===== config.mk =====
export PLATFORM = sky130hd
export DESIGN_NAME = multicycle_control
export DESIGN_NICKNAME = d
export VERILOG_FILES = /design/src/rtl/mc_pkg.sv /design/src/rtl/mc_imm_aluop.sv /design/src/rtl/multicycle_control.sv
export SDC_FILE = /design/constraint.sdc
export NUM_CORES = 1
export LEC_CHECK = 0
export ABC_AREA = 1
export CORE_UTILIZATION = 42
export CTS_CLUSTER_DIAMETER = 80
export CTS_CLUSTER_SIZE = 14
export DETAILED_ROUTE_END_ITERATION = 12
export HOLD_SLACK_MARGIN = 0.03
export PLACE_DENSITY = 0.76
export SLEW_MARGIN = 0
export SYNTH_ARGS = -nofsm -noshare
export SYNTH_HDL_FRONTEND = slang
export SYNTH_SLANG_ARGS = --single-unit

===== constraint.sdc =====
create_clock -name clk -period 1.27 [get_ports clk]
set_input_delay 0.254 -clock clk [delete_from_list [all_inputs] [get_ports clk]]
set_output_delay 0.254 -clock clk [all_outputs]
set_load 0.05 [all_outputs]

===== src/rtl/mc_pkg.sv =====
// +-----------------------------------------------------------------------------+
// | mc_pkg : states, opcodes, ALU-op codes and control word for multicycle_control |
// | Rev 1.0                                                                     |
// +-----------------------------------------------------------------------------+
`default_nettype none

package mc_pkg;

  typedef enum logic [3:0] {
    S_RST      = 4'd0,
    S_FETCH    = 4'd1,
    S_DECODE   = 4'd2,
    S_MEM_ADDR = 4'd3,
    S_MEM_RD   = 4'd4,
    S_MEM_WB   = 4'd5,
    S_MEM_WR   = 4'd6,
    S_R_EXEC   = 4'd7,
    S_R_WB     = 4'd8,
    S_BRANCH   = 4'd9,
    S_JUMP     = 4'd10,
    S_I_EXEC   = 4'd11,
    S_I_WB     = 4'd12,
    S_TRAP     = 4'd13
  } state_t;

  localparam logic [5:0] OP_RTYPE = 6'b000000;
  localparam logic [5:0] OP_LW    = 6'b100011;
  localparam logic [5:0] OP_SW    = 6'b101011;
  localparam logic [5:0] OP_BEQ   = 6'b000100;
  localparam logic [5:0] OP_J     = 6'b000010;
  localparam logic [5:0] OP_ADDI  = 6'b001000;
  localparam logic [5:0] OP_ANDI  = 6'b001100;
  localparam logic [5:0] OP_ORI   = 6'b001101;
  localparam logic [5:0] OP_SLTI  = 6'b001010;

  localparam logic [2:0] ALUOP_FUNCT = 3'b000;
  localparam logic [2:0] ALUOP_ADD   = 3'b010;
  localparam logic [2:0] ALUOP_SUB   = 3'b110;
  localparam logic [2:0] ALUOP_SLT   = 3'b111;
  localparam logic [2:0] ALUOP_AND   = 3'b011;
  localparam logic [2:0] ALUOP_OR    = 3'b001;

  localparam logic [1:0] SRCB_RT    = 2'b00;
  localparam logic [1:0] SRCB_FOUR  = 2'b01;
  localparam logic [1:0] SRCB_IMM   = 2'b10;
  localparam logic [1:0] SRCB_IMMSH = 2'b11;

  localparam logic [1:0] PCSRC_ALU    = 2'b00;
  localparam logic [1:0] PCSRC_ALUOUT = 2'b01;
  localparam logic [1:0] PCSRC_JUMP   = 2'b10;

  typedef struct packed {
    logic       pc_write;
    logic       pc_write_cond;
    logic       i_or_d;
    logic       mem_read;
    logic       mem_write;
    logic       ir_write;
    logic       mem_to_reg;
    logic       reg_dst;
    logic       reg_write;
    logic       alu_src_a;
    logic [1:0] alu_src_b;
    logic [1:0] pc_source;
    logic [2:0] alu_op;
  } ctrl_t;

  function automatic logic is_itype(input logic [5:0] op);
    return (op == OP_ADDI) || (op == OP_ANDI) || (op == OP_ORI) || (op == OP_SLTI);
  endfunction

endpackage

`default_nettype wire


===== src/rtl/mc_imm_aluop.sv =====
// +-----------------------------------------------------------------------------+
// | mc_imm_aluop : maps a latched I-type opcode to the ALU-op code              |
// | Rev 1.0                                                                     |
// +-----------------------------------------------------------------------------+
`default_nettype none

module mc_imm_aluop
  import mc_pkg::*;
#(
  parameter int OP_W    = 6,
  parameter int ALUOP_W = 3
) (
  input  logic [OP_W-1:0]    op,
  output logic [ALUOP_W-1:0] alu_op
);

  always_comb begin
    alu_op = ALUOP_ADD;
    case (op)
      OP_ADDI: alu_op = ALUOP_ADD;
      OP_ANDI: alu_op = ALUOP_AND;
      OP_ORI:  alu_op = ALUOP_OR;
      OP_SLTI: alu_op = ALUOP_SLT;
      default: alu_op = ALUOP_ADD;
    endcase
  end

endmodule

`default_nettype wire


===== src/rtl/multicycle_control.sv =====
// +-----------------------------------------------------------------------------+
// | multicycle_control : main control FSM of the multicycle MIPS datapath       |
// | Optional illegal-opcode trap: define MC_ILLEGAL_TRAP_EN                     |
// | Rev 1.0                                                                     |
// +-----------------------------------------------------------------------------+
`default_nettype none

module multicycle_control
  import mc_pkg::*;
#(
  parameter int OP_W    = 6,
  parameter int ALUOP_W = 3
) (
  input  logic               clk,
  input  logic               rst_n,
  input  logic [OP_W-1:0]    opcode,
  input  logic               zero,
  input  logic               mem_ready,
  output logic               pc_write,
  output logic               pc_write_cond,
  output logic               i_or_d,
  output logic               mem_read,
  output logic               mem_write,
  output logic               ir_write,
  output logic               mem_to_reg,
  output logic               reg_dst,
  output logic               reg_write,
  output logic               alu_src_a,
  output logic [1:0]         alu_src_b,
  output logic [1:0]         pc_source,
  output logic [ALUOP_W-1:0] alu_op,
  output logic [3:0]         state_o,
  output logic               illegal_op
);

  state_t             state;
  state_t             state_nxt;
  logic [OP_W-1:0]    op_q;
  logic [ALUOP_W-1:0] imm_aluop;
  ctrl_t              ctrl;
  logic               unused_zero;

  // Branch resolution happens in the datapath through pc_write_cond.
  assign unused_zero = zero;

  always_ff @(posedge clk or negedge rst_n) begin
    if (!rst_n) begin
      state <= S_RST;
    end else begin
      state <= state_nxt;
    end
  end

  // The IR may be reloaded later, so later states use this copy only.
  always_ff @(posedge clk or negedge rst_n) begin
    if (!rst_n) begin
      op_q <= '0;
    end else if (state == S_DECODE) begin
      op_q <= opcode;
    end
  end

  mc_imm_aluop #(
    .OP_W    (OP_W),
    .ALUOP_W (ALUOP_W)
  ) u_imm_aluop (
    .op     (op_q),
    .alu_op (imm_aluop)
  );

  always_comb begin
    state_nxt = S_FETCH;
    case (state)
      S_RST:    state_nxt = S_FETCH;
      S_FETCH:  state_nxt = mem_ready ? S_DECODE : S_FETCH;
      S_DECODE: begin
        if (opcode == OP_RTYPE) begin
          state_nxt = S_R_EXEC;
        end else if ((opcode == OP_LW) || (opcode == OP_SW)) begin
          state_nxt = S_MEM_ADDR;
        end else if (opcode == OP_BEQ) begin
          state_nxt = S_BRANCH;
        end else if (opcode == OP_J) begin
          state_nxt = S_JUMP;
        end else if (is_itype(opcode)) begin
          state_nxt = S_I_EXEC;
        end else begin
`ifdef MC_ILLEGAL_TRAP_EN
          state_nxt = S_TRAP;
`else
          state_nxt = S_FETCH;
`endif
        end
      end
      S_MEM_ADDR: state_nxt = (op_q == OP_LW) ? S_MEM_RD : S_MEM_WR;
      S_MEM_RD:   state_nxt = mem_ready ? S_MEM_WB : S_MEM_RD;
      S_MEM_WB:   state_nxt = S_FETCH;
      S_MEM_WR:   state_nxt = mem_ready ? S_FETCH : S_MEM_WR;
      S_R_EXEC:   state_nxt = S_R_WB;
      S_R_WB:     state_nxt = S_FETCH;
      S_BRANCH:   state_nxt = S_FETCH;
      S_JUMP:     state_nxt = S_FETCH;
      S_I_EXEC:   state_nxt = S_I_WB;
      S_I_WB:     state_nxt = S_FETCH;
`ifdef MC_ILLEGAL_TRAP_EN
      S_TRAP:     state_nxt = S_TRAP;
`else
      S_TRAP:     state_nxt = S_FETCH;
`endif
      default:    state_nxt = S_FETCH;
    endcase
  end

  always_comb begin
    ctrl = '0;
    case (state)
      S_FETCH: begin
        ctrl.mem_read  = 1'b1;
        ctrl.alu_src_b = SRCB_FOUR;
        ctrl.alu_op    = ALUOP_ADD;
        ctrl.ir_write  = mem_ready;
        ctrl.pc_write  = mem_ready;
      end
      S_DECODE: begin
        ctrl.alu_src_b = SRCB_IMMSH;
        ctrl.alu_op    = ALUOP_ADD;
      end
      S_MEM_ADDR: begin
        ctrl.alu_src_a = 1'b1;
        ctrl.alu_src_b = SRCB_IMM;
        ctrl.alu_op    = ALUOP_ADD;
      end
      S_MEM_RD: begin
        ctrl.mem_read = 1'b1;
        ctrl.i_or_d   = 1'b1;
      end
      S_MEM_WB: begin
        ctrl.reg_write  = 1'b1;
        ctrl.mem_to_reg = 1'b1;
      end
      S_MEM_WR: begin
        ctrl.mem_write = 1'b1;
        ctrl.i_or_d    = 1'b1;
      end
      S_R_EXEC: begin
        ctrl.alu_src_a = 1'b1;
        ctrl.alu_src_b = SRCB_RT;
        ctrl.alu_op    = ALUOP_FUNCT;
      end
      S_R_WB: begin
        ctrl.reg_write = 1'b1;
        ctrl.reg_dst   = 1'b1;
      end
      S_BRANCH: begin
        ctrl.alu_src_a     = 1'b1;
        ctrl.alu_src_b     = SRCB_RT;
        ctrl.alu_op        = ALUOP_SUB;
        ctrl.pc_write_cond = 1'b1;
        ctrl.pc_source     = PCSRC_ALUOUT;
      end
      S_JUMP: begin
        ctrl.pc_write  = 1'b1;
        ctrl.pc_source = PCSRC_JUMP;
      end
      S_I_EXEC: begin
        ctrl.alu_src_a = 1'b1;
        ctrl.alu_src_b = SRCB_IMM;
        ctrl.alu_op    = imm_aluop;
      end
      S_I_WB: begin
        ctrl.reg_write = 1'b1;
        ctrl.reg_dst   = 1'b0;
      end
      default: ctrl = '0;
    endcase
  end

`ifdef MC_ILLEGAL_TRAP_EN
  logic illegal_q;

  always_ff @(posedge clk or negedge rst_n) begin
    if (!rst_n) begin
      illegal_q <= 1'b0;
    end else if ((state == S_DECODE) && (state_nxt == S_TRAP)) begin
      illegal_q <= 1'b1;
    end
  end

  assign illegal_op = illegal_q;
`else
  assign illegal_op = 1'b0;
`endif

  assign pc_write      = ctrl.pc_write;
  assign pc_write_cond = ctrl.pc_write_cond;
  assign i_or_d        = ctrl.i_or_d;
  assign mem_read      = ctrl.mem_read;
  assign mem_write     = ctrl.mem_write;
  assign ir_write      = ctrl.ir_write;
  assign mem_to_reg    = ctrl.mem_to_reg;
  assign reg_dst       = ctrl.reg_dst;
  assign reg_write     = ctrl.reg_write;
  assign alu_src_a     = ctrl.alu_src_a;
  assign alu_src_b     = ctrl.alu_src_b;
  assign pc_source     = ctrl.pc_source;
  assign alu_op        = ctrl.alu_op;
  assign state_o       = state;

endmodule

`default_nettype wire

==> flow_summary.yaml, run 1 <==
outcome:
  status: "stopped before the end"
  failing_step: "clock tree synthesis (4_1_cts)"
  error_line: "[ERROR DPL-0038] Utilization greater than 100%, impossible to legalize"
synth:
  ys_seq_area_frac: 0.317
  synthTopCellsByCount: "nand2_1 (28), nor2_1 (20), inv_1 (15), dfrtp_1 (10), nand3_1 (8)"
  ys_warn_count: 0
  yosysUniqueCellTypes: 23
  ys_ff_latch: 10
  yosys-top-cells-area: "dfrtp_1 (32%), nand2_1 (13%), nor2_1 (9.5%)"
  synth.most_common_cell: "nand2_1"
  synth_top_flop_cell: "dfrtp_1"
  async_reset_ff_frac: 1.00
  yosys.area.top_type_share: 0.317
  yosys.area.top_type: "dfrtp_1"
  syn_area_per_cell_sq_um: 6.63
  syn_inst: 119
  syn_area_sq_um: 790
  synth_edf_count: 0
  synthesis.nets: 129
placed_design:
  placed_area_sq_mm: 0.00162
  gp_congestion: 0.909
  port_buffers: 29
  placed_cells: 198
  dp_hpwl_um: 2810
clocking:
  cts_sinks: 10
  holdBufCountCts: 0
  cts_resized: 40
  post_cts_buffers: 5
  h-tree-depth: 1
  root_buffer: "clkbuf_4"
  cts_buffers: 3
  cts_buffer_depth: 2
floorplan:
  die_y_um: 45.4
  ios: 32
  core.rowCount: 15
  die_w_um: 45.4
  start_util: 0.452
cell families after synthesis:
| group | Yosys count | share of synthesized area |
|---|---|---|
| simple gates | 69 | 0.409 |
| other cells | 1 | 0.00475 |
| compound gates | 17 | 0.149 |
| flops | 10 | 0.317 |
| buf+inv | 22 | 0.120 |
stage by stage:
stage | setup slack (ps) | util
after global placement | -219 | 0.928
after detailed placement | -311 | 0.928
after floorplan | -573 | -
==> run 2: changes to the inputs <==
--- a/config.mk
+++ b/config.mk
@@ -6,12 +6,10 @@
 export NUM_CORES = 1
 export LEC_CHECK = 0
 export ABC_AREA = 1
-export CORE_UTILIZATION = 42
-export CTS_CLUSTER_DIAMETER = 80
-export CTS_CLUSTER_SIZE = 14
+export CORE_AREA = 2 2 63 65
 export DETAILED_ROUTE_END_ITERATION = 12
-export HOLD_SLACK_MARGIN = 0.03
-export PLACE_DENSITY = 0.76
+export DIE_AREA = 0 0 65 67
+export PLACE_DENSITY_LB_ADDON = 0.15
 export SLEW_MARGIN = 0
 export SYNTH_ARGS = -nofsm -noshare
 export SYNTH_HDL_FRONTEND = slang
==> run 2 against run 1 <==
Effect of this change:
- the flow now finishes, with violations (negative setup slack)
- synthesized cell count did not move
- synthesized area did not move
==> flow_summary.yaml, run 2 <==
placed_design:
  post-place-ws_ps: -194
  port_buffers: 29
  gp_congestion: 0.780
  placed_area_sq_mm: 0.00169
  dp_hpwl_um: 2150
floorplan:
  ios: 32
  die_area_sq_mm: 0.00436
  coreArea_sq_mm: 0.00361
  start_util: 0.219
  die_w_um: 65
  die_y_um: 67
  core.rowCount: 22
power:
  power.share.sequential: 0.120
  power_mw: 5.37
  share_clk_of_total_power: 0.073
  swShare: 0.473
  combPwrFrac: 0.806
  power.switching_mw: 2.54
  cellPowerDensity_mw_per_mm2: 2630
  leakagePower_nw: 0.930
  ir_worst_vdd_mv: 0.643
  internal_power_mw: 2.83
synth:
  ys_seq_area_frac: 0.317
  synth_edf_count: 0
  ys_ff_latch: 10
  synth.most_common_cell: "nand2_1"
  syn_area_per_cell_sq_um: 6.63
  async_reset_ff_frac: 1.00
  syn_area_sq_um: 790
  yosysUniqueCellTypes: 23
  synth_top_flop_cell: "dfrtp_1"
  yosys.area.top_type_share: 0.317
  synthesis.nets: 129
  yosys-top-cells-area: "dfrtp_1 (32%), nand2_1 (13%), nor2_1 (9.5%)"
  ys_warn_count: 0
  yosys.area.top_type: "dfrtp_1"
  synthTopCellsByCount: "nand2_1 (28), nor2_1 (20), inv_1 (15), dfrtp_1 (10), nand3_1 (8)"
  syn_inst: 119
setup_path:
  required_ps: 1020
  cp_common_cell: "buf_4"
  r2r_cells: 8
  cp.depth: 6
  criticalPathCategory: "reg2out"
  worstPathArrival_ps: 1390
  r2r-start: "state_o[2]$_DFF_PN0_"
  r2r_end: "state_o[2]$_DFF_PN0_"
  worst-path-buf-inv: 4
  cp_slowest_cell: "dfrtp_4"
  cp-start-kind: "flop"
  cp-startpoint: "state_o[1]$_DFF_PN0_"
  crit_chain: "inv_2 > buf_4 > buf_4 > nand3_4 > nand2_4 > buf_12"
  critPathMaxStageDelay_ps: 510
  rrSetupSlack_ps: -150
  critPathMaxFanout: 5
  end_kind: "output port"
  crit_family: "flip-flops"
clocking:
  cts_sinks: 10
  clk_pin_slew_ps: 50
  root_buffer: "clkbuf_8"
  cts_tree: "done"
  h-tree-depth: 1
  insertion_delay_ps: 230
  holdBufCountCts: 0
  cts_buffers: 3
  cts_buffer_depth: 2
cells_and_area:
  synthToLayoutAreaGrowth_pct: 158
  register_area_sq_um: 260
  final_common_cell: "buf_4"
  fill_cells: 313
  num_antenna_cells: 0
  layout_common_cells: "buf_4 (32), buf_12 (21), nand2_1 (18), buf_6 (15), nor2_1 (13)"
  largest_register_ffs: 6
  multi_input_area_sq_um: 659
  nNetsFinal: 208
  final_area_sq_mm: 0.00204
  max_flop_register: "op_q"
  drive_gt1_frac: 0.629
routing:
  drt-vias-per-instance: 4.31
  ant_nets: 0
  drt-total-wl_um: 3080
  routed-via-count: 1057
  drtIter0Drc: 37
  drc: 0
  wl_per_cell_um: 12.6
  dr.pass1.iters: 4
timing:
  fin_skew_ps: 3.32
  hold_viol_final: 0
  layout_setup_ws_ps: -379
  period_share: 1.30
  setup_viol: 26
  tns_ps: -6550
  drv_slew: 0
  fmax_ghz: 0.607
  rsz0062_at_grt: "yes"
  hold_ws_ps: 338
  period_needed_ps: 1650
run:
  cap_violations: 0
grt:
  grt_overflow: 0
  grt_pass1_wl_um: 4670
  grt_max_degree: 11
  grt_pass1_vias: 1025
  grt_usage: 0.141
  antenna_found_initial: 0
hold_path:
  hold_path_class: "in2async"
outcome:
  status: "complete, but fails checks"
  violations: "negative setup slack"
run 2: power groups by stage:
| stage | logic, mW | clock network (mW) | registers (mW) |
|---|---|---|---|
| final | 4.33 | 0.394 | 0.646 |
| after global routing | 4.56 | 0.420 | 0.664 |
| after CTS | 4.03 | 0.403 | 0.648 |
| after detailed placement | 3.60 | 0 | 0.646 |
| after global placement | 3.59 | 0 | 0.633 |
| after floorplan | 1.64 | 0 | 0.823 |
run 2: final cells by class:
class                      instances  share of cell area
inverter                          20              0.0466
clock buffer                       4              0.0270
tap                               48              0.0294
timing repair buffer              76               0.446
multi-input combinational         87               0.323
sequential                        10               0.128
run 2: cells by family after synthesis:
kind of cell | count (synthesis) | synth area share
AO/OA/AOI/OAI | 17 | 0.149
buffers and inverters | 22 | 0.120
flip-flops | 10 | 0.317
other | 1 | 0.00475
AND/OR/NAND/NOR | 69 | 0.409
run 2: worst max path at each step:
stage	end	slack, ps
finish	mem_read	-380
global route	alu_op[0]	-430
CTS	alu_op[1]	-360
detailed placement	ir_write	-190
global placement	ir_write	-190
floorplan	alu_op[1]	-570
run 2: layer usage:
| layer | vias up | share of wire | track usage |
|---|---|---|---|
| li1 | 531 | - | - |
| met1 | 480 | 0.39 | 0.159 |
| met2 | 35 | 0.53 | 0.263 |
| met3 | 11 | 0.039 | 0.0186 |
| met4 | 0 | 0.042 | 0.0585 |
| met5 | - | 0 | 0 |
run 2: stage by stage:
step | util | instances
floorplan | - | 119
detailed placement | 0.468 | 226
global placement | 0.468 | 226
CTS | 0.538 | 238
global route | 0.566 | 245
finish | 0.566 | 245
run 2: worst register-to-register path: stages, from the launching register on:
cell      delay (ps)
dfrtp_4          500
buf_6            130
buf_6            120
nand2_8           90
nor2_4            50
buf_6            110
nand2_4           70
nand3_2           70
o21bai_4         160
run 2: timing repair:
action                                  CTS  global route
gates resized for setup                  37            14
endpoints found under the setup margin   29            30
pin swaps                                 9            11
gates cloned                              0             1
buffers inserted                          8             7
No activity file was read; power rests on OpenSTA's default activity.
==> run 3: changes to the inputs <==
--- a/config.mk
+++ b/config.mk
@@ -10,6 +10,7 @@
 export DETAILED_ROUTE_END_ITERATION = 12
 export DIE_AREA = 0 0 65 67
 export PLACE_DENSITY_LB_ADDON = 0.15
+export SETUP_SLACK_MARGIN = 0.5
 export SLEW_MARGIN = 0
 export SYNTH_ARGS = -nofsm -noshare
 export SYNTH_HDL_FRONTEND = slang
==> constraint.sdc (replaced) <==
create_clock -name clk -period 1.27 [get_ports clk]
set_input_delay 0.381 -clock clk [delete_from_list [all_inputs] [get_ports clk]]
set_output_delay 0.381 -clock clk [all_outputs]
set_load 0.05 [all_outputs]
==> run 3 against run 2 <==
Effect of this change:
- flip-flop and latch count did not move
- largest cell class unchanged
- clock skew increased by 1.3 ps
- the run still ends with negative setup slack left
- critical path type unchanged
- highest routed layer unchanged
- non-clock buffer count increased by 2
- clock power down 16%
- core utilization rose by 1.4 points
- register-to-register slack got worse by 60 ps
- via count up 2.2%
- final area grew 2.4%
- critical endpoint is now alu_src_b[1]
==> flow_summary.yaml, run 3 (synthesis results as in run 2) <==
outcome:
  status: "complete, but fails checks"
  violations: "negative setup slack"
timing:
  hold_viol_final: 0
  drv_slew: 0
  rsz0062_at_grt: "yes"
  setup_viol: 31
  hold_ws_ps: 445
  fin_skew_ps: 4.61
  period_share: 1.41
  layout_setup_ws_ps: -520
  fmax_ghz: 0.559
  period_needed_ps: 1790
setup_path:
  cp-startpoint: "state_o[2]$_DFF_PN0_"
  end_kind: "output port"
  required_ps: 890
  rrSetupSlack_ps: -210
  worstPathArrival_ps: 1410
  critPathMaxFanout: 4
  r2r-start: "state_o[2]$_DFF_PN0_"
  criticalPathCategory: "reg2out"
  cp-endpoint: "alu_src_b[1]"
  r2r_end: "state_o[0]$_DFF_PN0_"
  r2r_cells: 8
  cp-start-kind: "flop"
clocking:
  cts_buffer_depth: 2
  h-tree-depth: 1
  insertion_delay_ps: 230
  cts_tree: "done"
  clk_pin_slew_ps: 50
  cts_buffers: 3
  cts_sinks: 10
  root_buffer: "clkbuf_8"
power:
  leakagePower_nw: 0.950
  cellPowerDensity_mw_per_mm2: 2580
  ir_worst_vdd_mv: 0.669
  power_mw: 5.39
floorplan:
  die_w_um: 65
  ios: 32
  start_util: 0.219
  core.rowCount: 22
  coreArea_sq_mm: 0.00361
  die_area_sq_mm: 0.00436
  die_y_um: 67
cells_and_area:
  fill_cells: 294
  nNetsFinal: 210
  final_common_cell: "buf_4"
  layout_common_cells: "buf_4 (33), buf_12 (23), nand2_1 (15), buf_6 (14)"
  max_flop_register: "op_q"
  drive_gt1_frac: 0.648
  synthToLayoutAreaGrowth_pct: 165
  largest_register_ffs: 6
  num_antenna_cells: 0
grt:
  antenna_found_initial: 0
  use_met1: 0.158
  grt_usage: 0.136
  grt_pass1_vias: 1027
  busiest_layer: "met2"
  use_met3: 0.0186
  grt_pass1_wl_um: 4660
  use_met2: 0.255
  grt_max_degree: 11
  grt_overflow: 0
placed_design:
  gp_congestion: 0.811
  port_buffers: 29
  dp_hpwl_um: 2140
routing:
  drt-vias-per-instance: 4.37
  wl_per_cell_um: 11.8
  drt-total-wl_um: 2920
  routed-via-count: 1080
  dr.pass1.iters: 4
  drc: 0
  ant_nets: 0
  drtIter0Drc: 13
hold_path:
  hold_path_class: "in2async"
run:
  cap_violations: 0
[run 3: cell types whose count changed in the layout (fill, tap and decap cells not counted), moves of 3 or more]
cell,previous run,this run
nand2_1,18,15
o21ai_0,4,1
nor2_1,13,10
inv_2,3,0
o21ai_1,2,6
[run 3: layout make-up]
cell class / count / area, sq um / share of cell area
clock buffer: 4 / 45.0 / 0.0216
inverter: 20 / 100 / 0.0479
multi-input combinational: 87 / 678 / 0.325
sequential: 10 / 260 / 0.125
tap: 48 / 60.1 / 0.0288
timing repair buffer: 78 / 945 / 0.452
[run 3: how the worst min path moves through the flow]
stage	start	slack, ps	endpoint
4_1_cts	rst_n	430	op_q[0]$_DFFE_PN0P_
5_1_grt	rst_n	470	state_o[1]$_DFF_PN0_
3_5_place_dp	op_q[5]$_DFFE_PN0P_	570	op_q[5]$_DFFE_PN0P_
6_report	rst_n	450	state_o[1]$_DFF_PN0_
2_1_floorplan	rst_n	90	op_q[0]$_DFFE_PN0P_
3_3_place_gp	op_q[5]$_DFFE_PN0P_	550	op_q[5]$_DFFE_PN0P_
[run 3: routing by layer]
layer  wire [um]  part of all wire
met2        1610              0.55
met1        1160              0.40
met5           0                 0
met4          26            0.0089
met3         117             0.040
[run 3: where the power goes]
part | switching, mW | internal [mW]
logic | 2.27 | 2.13
registers | 0.168 | 0.487
clock network | 0.114 | 0.219
[run 3: what timing repair did]
| action | 4_1_cts | 5_1_grt |
|---|---|---|
| buffers inserted | 4 | 8 |
| hold buffers | 0 | 0 |
| setup endpoints to repair | 31 | 31 |
| pin swaps | 7 | 9 |
| endpoints found under the hold margin | 0 | 0 |
| gates resized for setup | 44 | 19 |
[run 3: critical path, cell delays in order (launching register included)]
cell and delay (ps):
dfrtp_4 510, nor2_4 160, buf_6 120, inv_4 40, nor2_8 120, inv_6 50
nand2_4 60, buf_12 130
[run 3: stage by stage]
stage / std cells / util / setup slack, ps / cell area, sq um / setup TNS (ps)
6_report: 247 / 0.579 / -520 / 2090 / -9850
5_1_grt: 247 / 0.579 / -590 / 2090 / -11530
4_1_cts: 239 / 0.541 / -516 / 1950 / -9140
3_5_place_dp: 231 / 0.482 / -469 / 1740 / -5930
3_3_place_gp: 231 / 0.482 / -430 / 1740 / -5830
2_1_floorplan: 119 / - / -701 / 901 / -6970
